$ cat src/rtl/instruction_memory_loadable.sv
// Run-time loadable instruction memory for the single-cycle MIPS core.
// Combinational fetch, streaming load port, post-reset clear sweep and busy hold.
module instruction_memory_loadable #(
    parameter int                    DATA_WIDTH = 32,
    parameter int                    DEPTH      = 32,
    parameter int                    ADDR_WIDTH = 32,
    parameter logic [DATA_WIDTH-1:0] NOP_WORD   = 32'h00000000,
    localparam int                   IDX_W      = $clog2(DEPTH),
    localparam int                   CNT_W      = $clog2(DEPTH + 1)
) (
    input  logic                  clk,
    input  logic                  reset,
    input  logic [ADDR_WIDTH-1:0] fetch_addr,
    output logic [DATA_WIDTH-1:0] fetch_instr,
    output logic                  fetch_fault,
    output logic                  busy,
    input  logic                  load_start,
    input  logic                  load_valid,
    input  logic [DATA_WIDTH-1:0] load_data,
    input  logic                  load_last,
    output logic                  load_ready,
    output logic                  load_done,
    output logic [CNT_W-1:0]      load_count,
    output logic [1:0]            dbg_state
);

    typedef enum logic [1:0] {
        ST_CLEAR = 2'd0,
        ST_IDLE  = 2'd1,
        ST_LOAD  = 2'd2
    } state_t;

    localparam logic [ADDR_WIDTH:0] ADDR_LIMIT = (ADDR_WIDTH + 1)'(DEPTH * 4);
    localparam logic [IDX_W-1:0]    LAST_IDX   = IDX_W'(DEPTH - 1);

    state_t                  state, state_next;
    logic [IDX_W-1:0]        clear_idx, clear_idx_next;
    logic [IDX_W-1:0]        load_ptr, load_ptr_next;
    logic [CNT_W-1:0]        load_count_next;
    logic                    load_done_next;
    logic                    wr_en;
    logic [IDX_W-1:0]        wr_idx;
    logic [DATA_WIDTH-1:0]   wr_data;
    logic [IDX_W-1:0]        fetch_idx;
    logic [DATA_WIDTH-1:0]   mem [DEPTH];

    assign dbg_state = state;

    // Fault check uses the full address so high garbage bits cannot alias into range.
    assign fetch_fault = (fetch_addr[1:0] != 2'b00) || ({1'b0, fetch_addr} >= ADDR_LIMIT);
    assign fetch_idx   = fetch_addr[IDX_W+1:2];
    assign fetch_instr = (fetch_fault || busy) ? NOP_WORD : mem[fetch_idx];

    // Load handshake: a word transfers on a cycle where load_valid && load_ready
    // are both high; load_ready is high for the whole LOAD state and only there.
    always_comb begin
        state_next      = state;
        clear_idx_next  = clear_idx;
        load_ptr_next   = load_ptr;
        load_count_next = load_count;
        load_done_next  = 1'b0;
        wr_en           = 1'b0;
        wr_idx          = clear_idx;
        wr_data         = NOP_WORD;
        busy            = 1'b1;
        load_ready      = 1'b0;
        case (state)
            ST_CLEAR: begin
                wr_en = 1'b1;
                if (clear_idx == LAST_IDX) begin
                    clear_idx_next = '0;
                    state_next     = ST_IDLE;
                end else begin
                    clear_idx_next = clear_idx + 1'b1;
                end
            end
            ST_IDLE: begin
                busy = 1'b0;
                if (load_start) begin
                    load_ptr_next   = '0;
                    load_count_next = '0;
                    state_next      = ST_LOAD;
                end
            end
            ST_LOAD: begin
                load_ready = 1'b1;
                if (load_valid) begin
                    wr_en           = 1'b1;
                    wr_idx          = load_ptr;
                    wr_data         = load_data;
                    load_count_next = load_count + 1'b1;
                    // Pointer is never advanced past the last word, so it cannot wrap.
                    if (load_last || load_ptr == LAST_IDX) begin
                        state_next     = ST_IDLE;
                        load_done_next = 1'b1;
                    end else begin
                        load_ptr_next = load_ptr + 1'b1;
                    end
                end
            end
            default: state_next = ST_CLEAR;
        endcase
    end

    always_ff @(posedge clk) begin
        if (reset) begin
            state      <= ST_CLEAR;
            clear_idx  <= '0;
            load_ptr   <= '0;
            load_count <= '0;
            load_done  <= 1'b0;
        end else begin
            state      <= state_next;
            clear_idx  <= clear_idx_next;
            load_ptr   <= load_ptr_next;
            load_count <= load_count_next;
            load_done  <= load_done_next;
        end
    end

    always_ff @(posedge clk) begin
        if (!reset && wr_en) begin
            mem[wr_idx] <= wr_data;
        end
    end

endmodule

$ cat config.mk
export PLATFORM = sky130hd
export DESIGN_NAME = instruction_memory_loadable
export DESIGN_NICKNAME = d
export VERILOG_FILES = /design/src/rtl/instruction_memory_loadable.sv
export SDC_FILE = /design/constraint.sdc
export NUM_CORES = 1
export LEC_CHECK = 0
export BUFFER_PORTS_ARGS = -buffer_cell sky130_fd_sc_hd__buf_2
export CAP_MARGIN = 0
export CORE_MARGIN = 10
export CORE_UTILIZATION = 40
export DETAILED_ROUTE_END_ITERATION = 10
export PLACE_DENSITY_LB_ADDON = 0.08
export SYNTH_ARGS = -nofsm -noshare
export SYNTH_HDL_FRONTEND = slang
export SYNTH_SLANG_ARGS = --single-unit
$ cat constraint.sdc
create_clock -name clk -period 3.05 [get_ports clk]
set_input_delay 0.4575 -clock clk [delete_from_list [all_inputs] [get_ports clk]]
set_output_delay 0.4575 -clock clk [all_outputs]
set_load 0.02 [all_outputs]
### After elaboration in Yosys (flattened, before gate mapping)

Memory sizes are Yosys's and may differ from the RTL's.
Cells that the tools add are included.

| cells by class | value |
|---|---|
| add/sub/neg operators | 3 |
| multiply operators | 0 |
| divide/modulo/power cells | 0 |
| order comparisons | 1 |
| equality and inequality tests | 9 |
| shift-type cells | 0 |
| muxes and demuxes | 25 |
| bitwise operators | 2 |
| reduce and logical (&&, ||, !) cells | 12 |

Operators by type and width:

| kind | count |
|---|---|
| $mux 32 | 3 |
| $ge 32x8->1 const B | 1 |
| $mux 5 | 6 |
| $mux 6 | 2 |
| $pmux 6 s2 | 1 |
| $add 5x1->5 const B | 2 |
| $eq 5x5->1 const B | 2 |
| $ne 2x2->1 const B | 5 |
| $pmux 5 s2 | 1 |
| $mux 2 | 4 |
| $reduce_and 4->1 | 2 |
| $add 6x1->6 const B | 1 |
| $mux 1 | 6 |
| $pmux 2 s3 | 1 |
| $reduce_bool 2->1 | 2 |
| $logic_or 1x1->1 | 3 |
| $reduce_and 3->1 | 1 |
| $reduce_or 3->1 | 1 |
| $eq 2x1->1 const B | 1 |
| $eq 2x2->1 const B | 1 |
| $logic_not 2->1 | 1 |
| $not 1->1 | 2 |
| $pmux 1 s2 | 1 |
| $logic_and 1x1->1 | 1 |
| $logic_not 1->1 | 1 |

| word-level totals | value |
|---|---|
| bits in registers | 19 |
| latch bits | 0 |
| memory bits (writable) | 1024 |
| ROM bits | 0 |
| bits of input ports | 69 |
| memories kept | 1 |

Memory list:

| memory | words | bits a word | read ports | clocked after Yosys merged registers in | write ports | line | text |
|---|---|---|---|---|---|---|---|
| mem | 32 | 32 | 1 | 0 | 1 | 45 | `logic [DATA_WIDTH-1:0] mem [DEPTH];` |

### Longest topological paths before layout

Gate-level depths: netlist (run 1).

| depth | value |
|---|---|
| word-level depth | 5 |
| depth in mapped cells | 8 |
| mapped depth without buffers | 7 |

### Worst setup path before layout (run 1)

Ideal clock, no wire load.

| timing path | value |
|---|---|
| path kind | reg2reg |
| start | register state[0] (netlist: dbg_state[0]) |
| end | memory mem[0][0], enable pin |
| library setup time | 0.421 ns |
| arrival time | 2.971 ns |
| path slack | -0.342 ns |
| stages on the path, launching flop included | 7 |
| buffers on the path | 2 |
| period minus slack after synthesis | 3.392 ns |
| cell sequence | dfxtp_1 -> clkbuf_1 -> nand3b_1 -> buf_2 -> mux2i_1 -> nand3_1 -> nor2_1 |

| on the way | value |
|---|---|
| longest elaborated chain between the ends | 5 |
| elaborated cells between the ends (all ways) | 7 |
| those cells by class | eq/ne: 1; mux: 4; reduce/logical: 2 |

RTL lines:

| element | line | text |
|---|---|---|
| start: declaration | 36 | `state_t state, state_next;` |
| start signal: assignment | 113 | `state <= state_next;` |
| $eq 2x2->1 or $logic_not 2->1 (tied branches) | 67 | `case (state)` |
| $pmux 1 s2 | 67 |  |
| $logic_and 1x1->1 | 122 | `if (!reset && wr_en) begin` |
| $mux 1 | 122 |  |
| $mux 1 (implied by the code) | 123 | `mem[wr_idx] <= wr_data;` |
| end: declaration | 45 |  |

Parallel ways exist; a longest one is shown, timed or not.

### Final worst setup path (run 1)

| timing path | value |
|---|---|
| start | memory mem[27][3] |
| end | output fetch_instr[3] |

| on the way | value |
|---|---|
| longest elaborated chain between the ends | 2 |

RTL lines:

| element | line | text |
|---|---|---|
| $mem_v2 32x32 | - |  |
| $mux 32 | 52 | `assign fetch_instr = (fetch_fault \|\| busy) ? NOP_WORD : mem[fetch_idx];` |
| end: declaration | 14 | `output logic [DATA_WIDTH-1:0] fetch_instr,` |

Every way passes these cells.

==> metrics.cfg, run 1 <==
[die]
floorplan.initialDensity_pct = 40.5
die_h_um = 336
io_pins = 113
rows = 115
die-area_sq_um = 113000
core_sq_um = 98900
dieWidth_um = 336

[critical_path]
crit_required_ns = 2.59
crit_fanout = 1
arrival_ns = 2.60
end_kind = primary output
worstSetupStartpointType = flip-flop
crit_type = flip-flop to primary output

[logic_synthesis]
syn_nets = 1830
ys_seq_area_share_pct = 77.8
synthAdderAreaFrac_pct = 0.156
synth_flop_cell = edfxtp_1
synth_compound_area_share_pct = 1.42
avgSynthCellArea_sq_um = 22.8
synthMuxAreaShare_pct = 16.4
synth_cell_type_count = 41
syn_inst = 1756
synth_common_cells = edfxtp_1, mux4_2, nor2_1, o22ai_1, clkbuf_1
yosys.area.top_type = edfxtp_1
synthXorXnorAreaFrac_pct = 0.0876
synth-seq-cells = 1043
async_flop_share_pct = 0
synth_area_leaders = edfxtp_1, mux4_2, o22ai_1, dfxtp_1, nor2_1
yosys.area_share.simple_pct = 2.82
synth_area_sq_um = 40000
synth-edff-count = 1024
synth_top_family_by_area = multiplexers
synth_warnings = 0
synth_top_area_share_pct = 76.9
synth.most_common_cell = edfxtp_1

[power]
switchingPower_mw = 6.10
power_leakage_nw = 17.3
p_seq_share_pct = 52.7
ir_worst_vdd_mv = 0.396
totalPowerFinal_mw = 29.6
power.internal_mw = 23.5
p_sw_share_pct = 20.6
power_frac_comb_pct = 4.2
power.share.clock_pct = 43.1
power.density_nw_per_um2 = 608

[timing]
hold_viol_final = 0
fin_crit_ns = 3.05
rsz0062_at_grt = true
timing.final.crit_share_pct = 100
finalSetupViolations = 1
holdWs_ns = 0.104
drv_slew = 0
fin_skew_ns = 0.0217
fmax_ghz = 0.328
fin_ws_ns = -0.00323
relSlewSlack_pct = 49.7
finalSetupTns_ns = -0.00323
worst_pin_slew_ns = 0.754

[cts]
numCtsBuffers = 111
cts_hold_buf = 0
clkLatencyLatePin_ns = 0.68
ctsLongestPathBuffers = 3
root_buffer = clkbuf_16
htreeDepth = 3
cts_tree = done
clkTransAtPathRegs_ns = 0.06
clock_sinks = 1043

[layout]
final_util_pct = 49.2
area_delta_synth_final_pct = 21.7
nFillCells = 7933
multi_input_area_sq_um = 9220
drive_above_1_share_pct = 39.4
antennaDiodeCount = 0
fin_nets = 2173
seqCellArea_sq_um = 31100

[worst_hold_path]
min_path_type = primary input to flip-flop

[outcome]
violations = setup timing
status = finished, violations left

[detailed_routing]
via_count = 19800
ant_nets = 0
finalWirelength_mm = 110
routedWlPerCell_um = 31.6
drt_first_iter_violations = 1828
detail_route.first_pass.iterations = 7
viasPerCell = 5.69
post-route-drc-count = 0

[global_routing]
grt.total_usage_pct = 19.6
grt_pass1_vias = 21000
grt_max_degree = 39
grt_pass1_wl_mm = 157
grt_overflow = 0
antenna_found_initial = 2

[job]
maxCapViolCount = 0

[place]
gp_congestion = 0.785
dp_hpwl_mm = 64.7
portBuffers = 112

-- metal layers --
layer  GRT usage, %  share of wire, %  vias up
met2           31.4                48      599
met5              0                 0        -
li1               -                 -     8210
met4           5.11               2.2        0
met1           27.7                44    10800
met3           3.32               5.6      135
-- final cells by class --
| class | count | area share, % |
|---|---|---|
| Clock buffer | 144 | 6.05 |
| Clock inverter | 59 | 0.982 |
| Inverter | 1 | 0.00771 |
| Multi-Input combinational cell | 613 | 18.9 |
| Sequential cell | 1043 | 64.0 |
| Tap cell | 1287 | 3.31 |
| Timing Repair Buffer | 329 | 6.76 |
-- power groups by stage --
stage	Sequential [mW]	Clock (mW)	Combinational (mW)
after global routing	15.6	13.6	1.31
after detailed placement	15.9	0	1.16
after CTS	15.6	13.0	1.26
final	15.6	12.8	1.23
after floorplan	15.9	0	0.643
after global placement	15.9	0	1.16
-- kinds of logic after synthesis --
| logic type | Yosys count |
|---|---|
| AOI/OAI and AO/OA | 92 |
| and+or+nand+nor | 217 |
| DFF | 1043 |
| buffers and inverters | 100 |
| adders and majority gates | 5 |
| muxes | 295 |
| xor gates and xnor gates | 4 |
-- critical path, cell delays in order, from the launching register on --
cell,delay [ns]
edfxtp_1,0.38
mux4_2,0.48
mux4_2,0.57
nor2_1,0.12
buf_4,0.15
nor4_4,0.05
buf_4,0.17
-- registers in the layout, indices dropped and copies added, names as in the netlist --
name / count
dbg_state: 2
load_count: 6
load_ptr: 5
load_done: 1
mem: 1024
clear_idx: 5
-- repair_timing --
item,in CTS,in global routing
gates cloned,5,0
endpoints found under the setup margin,32,18
gates resized for setup,163,2
setup buffers,6,3
pin swaps,36,9
-- cells in the final DEF, fill, tap and decap left out, types with 17 or more instances in the layout --
cell type  netlist  routed
edfxtp_1      1024    1024
mux4_2         287     287
buf_4           21     164
clkbuf_16        0     113
buf_2           29      78
buf_12           0      64
o22ai_1         63      60
nor2_4           0      47
and2_1          34      34
clkbuf_1        41      31
nor4_4           0      30
clkinv_1         0      29
nor2_1          79      21
nand2_1         17      17
dfxtp_1         19      17
-- stage by stage --
| step | instance area (sq um) | setup WS (ns) | std cells |
|---|---|---|---|
| floorplan | 40000 | -0.342 | 1756 |
| global placement | 44400 | -0.188 | 3276 |
| detailed placement | 44400 | -0.250 | 3276 |
| CTS | 48700 | -0.0687 | 3476 |
| global route | 48700 | -0.0870 | 3476 |
| finish | 48700 | -0.00323 | 3476 |
-- worst paths after layout --
path                      start              to  slack [ns]  cells after the start
setup / recovery     mem[27][3]  fetch_instr[3]      -0.003                      6
hold / removal        load_last       load_done        0.10                      3
setup reg to reg   dbg_state[1]     mem[13][17]        0.60                      7
hold reg to reg   load_count[5]   load_count[5]        0.52                      2
No activity file was read; power rests on OpenSTA's default activity.
==> run 2: changes to the inputs <==
- CTS_BUF_LIST: default -> sky130_fd_sc_hd__clkbuf_8
==> run 2 against run 1 <==
Compared with the run above:
- the run still ends with setup timing left
- setup slack got worse by 0.17 ns
- routed wire length grew 0.32%
- clock skew is 0.018 ns higher
- critical path depth fell by 1
- cell area decreased by 0.95%
- global-route usage increased by 0.17 points
- register-to-register slack better by 0.02 ns
- maximum frequency shrank 5.3%
- final cell count increased by 2.6%
- hold slack better by 0.16 ns
- power is 6.0% lower
- sequential power barely moved
- largest cell class unchanged
==> metrics.cfg, run 2 (same netlist as run 1, synthesis figures left out) <==
[layout]
layout_commonest_cell = edfxtp_1
largest_reg_flops = 1024
fin_cells = 3568
final_cell_mix = edfxtp_1, mux4_2, clkbuf_8
drive_above_1_share_pct = 39.6
top_regs = mem (1024), load_count (6)
fin_nets = 2237
seqCellArea_sq_um = 31100
multi_input_area_sq_um = 9190
area_delta_synth_final_pct = 20.5
nFillCells = 8049
stdcell_area_sq_um = 48200
top_register = mem

[critical_path]
critical_path.max_stage_delay_ns = 0.56
end_kind = primary output
rrSetupSlack_ns = 0.62
crit_type = flip-flop to primary output
crit_path_cell_trace = nand2b_4, or4_4, buf_12, nor4_4, buf_4
crit_required_ns = 2.59
reg2reg_from = dbg_state[1]
reg2reg_to = mem[20][30]
crit_fanout = 7
startpoint = dbg_state[1]
crit_path_end = fetch_instr[0]
cp_slowest_cell = or4_4
worstSetupStartpointType = flip-flop
r2r_cells = 7
arrival_ns = 2.77

[die]
floorplan.initialDensity_pct = 40.5
io_pins = 113
rows = 115
dieWidth_um = 336
core_sq_um = 98900
die_h_um = 336
die-area_sq_um = 113000

[global_routing]
grt_overflow = 0
grt.total_usage_pct = 19.8
grt_pass1_vias = 21500
antenna_found_initial = 5
grt_pass1_wl_mm = 158
grt_max_degree = 39

[timing]
drv_slew = 0
rsz0062_at_grt = true
fin_ws_ns = -0.176
fin_crit_ns = 3.23
finalSetupViolations = 30
hold_viol_final = 0
fmax_ghz = 0.310
worst_pin_slew_ns = 0.782
finalSetupTns_ns = -2.66
relSlewSlack_pct = 47.8
fin_skew_ns = 0.0398
holdWs_ns = 0.263
timing.final.crit_share_pct = 106

[detailed_routing]
ant_nets = 0
routedWlPerCell_um = 30.9
drt_first_iter_violations = 1708
viasPerCell = 5.60
post-route-drc-count = 0
detail_route.first_pass.iterations = 4
via_count = 20000
finalWirelength_mm = 110

[place]
gp_congestion = 0.785
placed_cells = 3276
postPlaceCellArea_sq_um = 44400
portBuffers = 112
dp_hpwl_mm = 64.7

[power]
p_sw_share_pct = 21.9
totalPowerFinal_mw = 27.8
power_leakage_nw = 17.3
switchingPower_mw = 6.09
ir_worst_vdd_mv = 0.330
p_seq_share_pct = 56.1
power.internal_mw = 21.7
power.density_nw_per_um2 = 577
power.share.clock_pct = 39.5
power_frac_comb_pct = 4.4

[worst_hold_path]
min_path_type = primary input to flip-flop

[cts]
clkLatencyLatePin_ns = 0.84
clkTransAtPathRegs_ns = 0.06
numCtsBuffers = 172
root_buffer = clkbuf_8
cts_tree = done
clock_sinks = 1043
htreeDepth = 4
ctsLongestPathBuffers = 3

[outcome]
status = finished, violations left
violations = setup timing

[job]
maxCapViolCount = 0

[run 2: critical path, delay by kind of cell (launching register included)]
kind          cells  cell delay [ns]
simple gates      3             1.17
buf+inv           2             0.43
flops             1             0.34
[run 2: metrics by stage]
stage / utilization, % / setup slack [ns]
3_5_place_dp: 44.9 / -0.250
5_1_grt: 48.8 / -0.286
3_3_place_gp: 44.9 / -0.188
2_1_floorplan: - / -0.342
4_1_cts: 48.7 / -0.270
6_report: 48.8 / -0.176
[run 2: final cells by class]
cell class                 instances  area share (%)
antenna                            2          0.0104
clock buffer                     180            5.14
clock inverter                   110            1.10
inverter                           1         0.00778
multi-input combinational        613            19.0
sequential                      1043            64.6
tap                             1287            3.34
timing repair buffer             332            6.78
[run 2: power by group through the flow]
stage	Sequential [mW]	Clock [mW]	Combinational [mW]
5_1_grt	15.6	11.9	1.29
4_1_cts	15.6	11.3	1.24
2_1_floorplan	15.9	0	0.643
3_3_place_gp	15.9	0	1.16
3_5_place_dp	15.9	0	1.16
6_report	15.6	11.0	1.22
[run 2: timing repair]
action | in CTS | in global routing
resized for setup | 149 | 6
setup buffers | 4 | 1
hold buffers | 6 | 0
hold endpoints to repair | 13 | 0
setup endpoints to repair | 32 | 32
pin swaps | 39 | 6
gates cloned | 3 | 0
[run 2: worst min path at each step]
stage | start | to | slack, ns | depth (start not counted)
after global routing | load_data[6] | mem[13][6] | 0.22 | 3
after global placement | load_count[5] | load_count[5] | 0.49 | 2
after floorplan | load_ptr[0] | load_ptr[0] | 0.47 | 2
final | load_data[23] | mem[29][23] | 0.26 | 3
after detailed placement | load_count[5] | load_count[5] | 0.51 | 2
after CTS | load_data[23] | mem[5][23] | 0.17 | 3
[run 2: layer usage]
layer | global-route usage, % | wire (um) | share of wire [%]
met5 | 0 | 0 | 0
met4 | 6.10 | 2470 | 2.2
met3 | 4.26 | 6480 | 5.9
met2 | 31.2 | 52800 | 48
met1 | 27.4 | 48300 | 44
==> run 3: changes to the inputs <==
- RECOVER_POWER: default -> 50
==> run 3 against run 2 <==
Compared with the run above:
- the run still ends with setup timing left
- critical endpoint unchanged
- largest power group unchanged
- critical path type unchanged
- sequential power barely moved
- highest routed layer unchanged
- clock power barely moved
- clock-buffer cell count did not move
- final cell count did not move
==> metrics.cfg, run 3 (same netlist as run 1, synthesis figures left out) <==
[cts]
cts_tree = done
htreeDepth = 4
numCtsBuffers = 172
ctsLongestPathBuffers = 3
clock_sinks = 1043
clkLatencyLatePin_ns = 0.84
clkTransAtPathRegs_ns = 0.06
root_buffer = clkbuf_8

[place]
gp_congestion = 0.785
placed_cells = 3276
postPlaceCellArea_sq_um = 44400
portBuffers = 112
dp_hpwl_mm = 64.7

[layout]
area_delta_synth_final_pct = 20.3
layout_commonest_cell = edfxtp_1
stdcell_area_sq_um = 48100
fin_nets = 2237
largest_reg_flops = 1024
top_regs = mem (1024), load_count (6)
final_cell_mix = edfxtp_1, mux4_2, clkbuf_8
top_register = mem
fin_cells = 3568
drive_above_1_share_pct = 38.9

[global_routing]
grt_max_degree = 39
grt.total_usage_pct = 19.8
grt_pass1_wl_mm = 158
grt_pass1_vias = 21500
antenna_found_initial = 5
grt_overflow = 0

[detailed_routing]
routedWlPerCell_um = 30.9
ant_nets = 0
post-route-drc-count = 0
viasPerCell = 5.59
detail_route.first_pass.iterations = 7
drt_first_iter_violations = 1639
via_count = 19900
finalWirelength_mm = 110

[critical_path]
cp_slowest_cell = or4_4
r2r_cells = 5
crit_fanout = 7
crit_type = flip-flop to primary output
cp.depth = 5
worstSetupStartpointType = flip-flop
rrSetupSlack_ns = 0.16
critical_path.max_stage_delay_ns = 0.57
reg2reg_to = mem[17][12]
path_buf_inv = 2
crit_path_end = fetch_instr[0]
critPathTopFamily = simple AND/OR/NAND/NOR gates
end_kind = primary output
reg2reg_from = dbg_state[1]
crit_required_ns = 2.59
arrival_ns = 2.75
crit_path_cell_trace = nand2b_4, or4_4, buf_12, nor4_4, buf_4
startpoint = dbg_state[0]

[die]
io_pins = 113
die-area_sq_um = 113000
die_h_um = 336
floorplan.initialDensity_pct = 40.5
dieWidth_um = 336
rows = 115
core_sq_um = 98900

[timing]
rsz0062_at_grt = true
fmax_ghz = 0.312
worst_pin_slew_ns = 1.18
hold_viol_final = 0
fin_crit_ns = 3.21
relSlewSlack_pct = 21.1
fin_ws_ns = -0.155
finalSetupViolations = 30
fin_skew_ns = 0.0402
finalSetupTns_ns = -2.46
drv_slew = 0
timing.final.crit_share_pct = 105

[outcome]
status = finished, violations left
violations = setup timing

[job]
maxCapViolCount = 0

[power]
power.density_nw_per_um2 = 578
ir_worst_vdd_mv = 0.328
power_leakage_nw = 17.2

[worst_hold_path]
min_path_type = primary input to flip-flop

run 3: cell count changes in the layout (fill, tap and decap cells not counted):
| cell | previous run | this run |
|---|---|---|
| buf_4 | 165 | 130 |
| clkbuf_2 | 0 | 33 |
| and2_0 | 0 | 18 |
| and2_1 | 34 | 16 |
| clkbuf_1 | 0 | 13 |
| buf_2 | 77 | 66 |
| and3b_1 | 2 | 3 |
| and3b_2 | 1 | 0 |
| dfxtp_1 | 17 | 18 |
| dfxtp_4 | 1 | 0 |
| or2_0 | 0 | 1 |
| or2_2 | 2 | 1 |
run 3: final cells by class:
type / count / area, sq um
clock inverter: 110 / 532
clock buffer: 180 / 2480
multi-input combinational: 613 / 9180
tap: 1287 / 1610
inverter: 1 / 3.75
sequential: 1043 / 31100
antenna: 2 / 5.00
timing repair buffer: 332 / 3160
fill: 8062 / 50700
run 3: worst min-delay path by stage:
| stage | from | to | slack [ns] | depth (start not counted) |
|---|---|---|---|---|
| 3_3_place_gp | load_count[5] | load_count[5] | 0.49 | 2 |
| 4_1_cts | load_data[23] | mem[5][23] | 0.17 | 3 |
| 3_5_place_dp | load_count[5] | load_count[5] | 0.51 | 2 |
| 5_1_grt | load_data[23] | mem[9][23] | 0.50 | 3 |
| 2_1_floorplan | load_ptr[0] | load_ptr[0] | 0.47 | 2 |
| 6_report | load_data[5] | mem[14][5] | 0.49 | 3 |
run 3: power breakdown:
group          leakage, nW  switching (mW)  internal (mW)
combinational         4.40           0.669          0.548
clock                 1.75            5.40           5.58
sequential            11.1          0.0219           15.6
run 3: worst register-to-register path, delay by kind of cell (launching register included):
| kind | cells | cell delay (ns) |
|---|---|---|
| DFF | 1 | 0.34 |
| buffers and inverters | 3 | 1.66 |
| and+or+nand+nor | 2 | 0.59 |
run 3: per-layer routing:
layer,vias to the layer above,GRT usage [%],wire [um]
li1,8338,-,-
met1,10800,27.4,48000
met2,625,31.2,52900
met3,175,4.26,6760
met4,0,6.10,2480
met5,-,0,0
run 3: what timing repair did:
item / 4_1_cts / 5_1_grt
pin swaps: 39 / 6
gates cloned: 3 / 0
hold buffers: 6 / 0
setup buffers: 4 / 1
gates resized for setup: 149 / 6
hold endpoints to repair: 13 / 0
endpoints found under the setup margin: 32 / 32
run 3: through the flow:
step	setup slack (ns)	total power, mW	util [%]	hold WS (ns)
floorplan	-0.342	16.6	-	0.473
global placement	-0.188	17.1	44.9	0.494
finish	-0.155	27.8	48.7	0.495
global route	-0.286	28.8	48.7	0.504
detailed placement	-0.250	17.1	44.9	0.513
CTS	-0.270	28.2	48.7	0.173
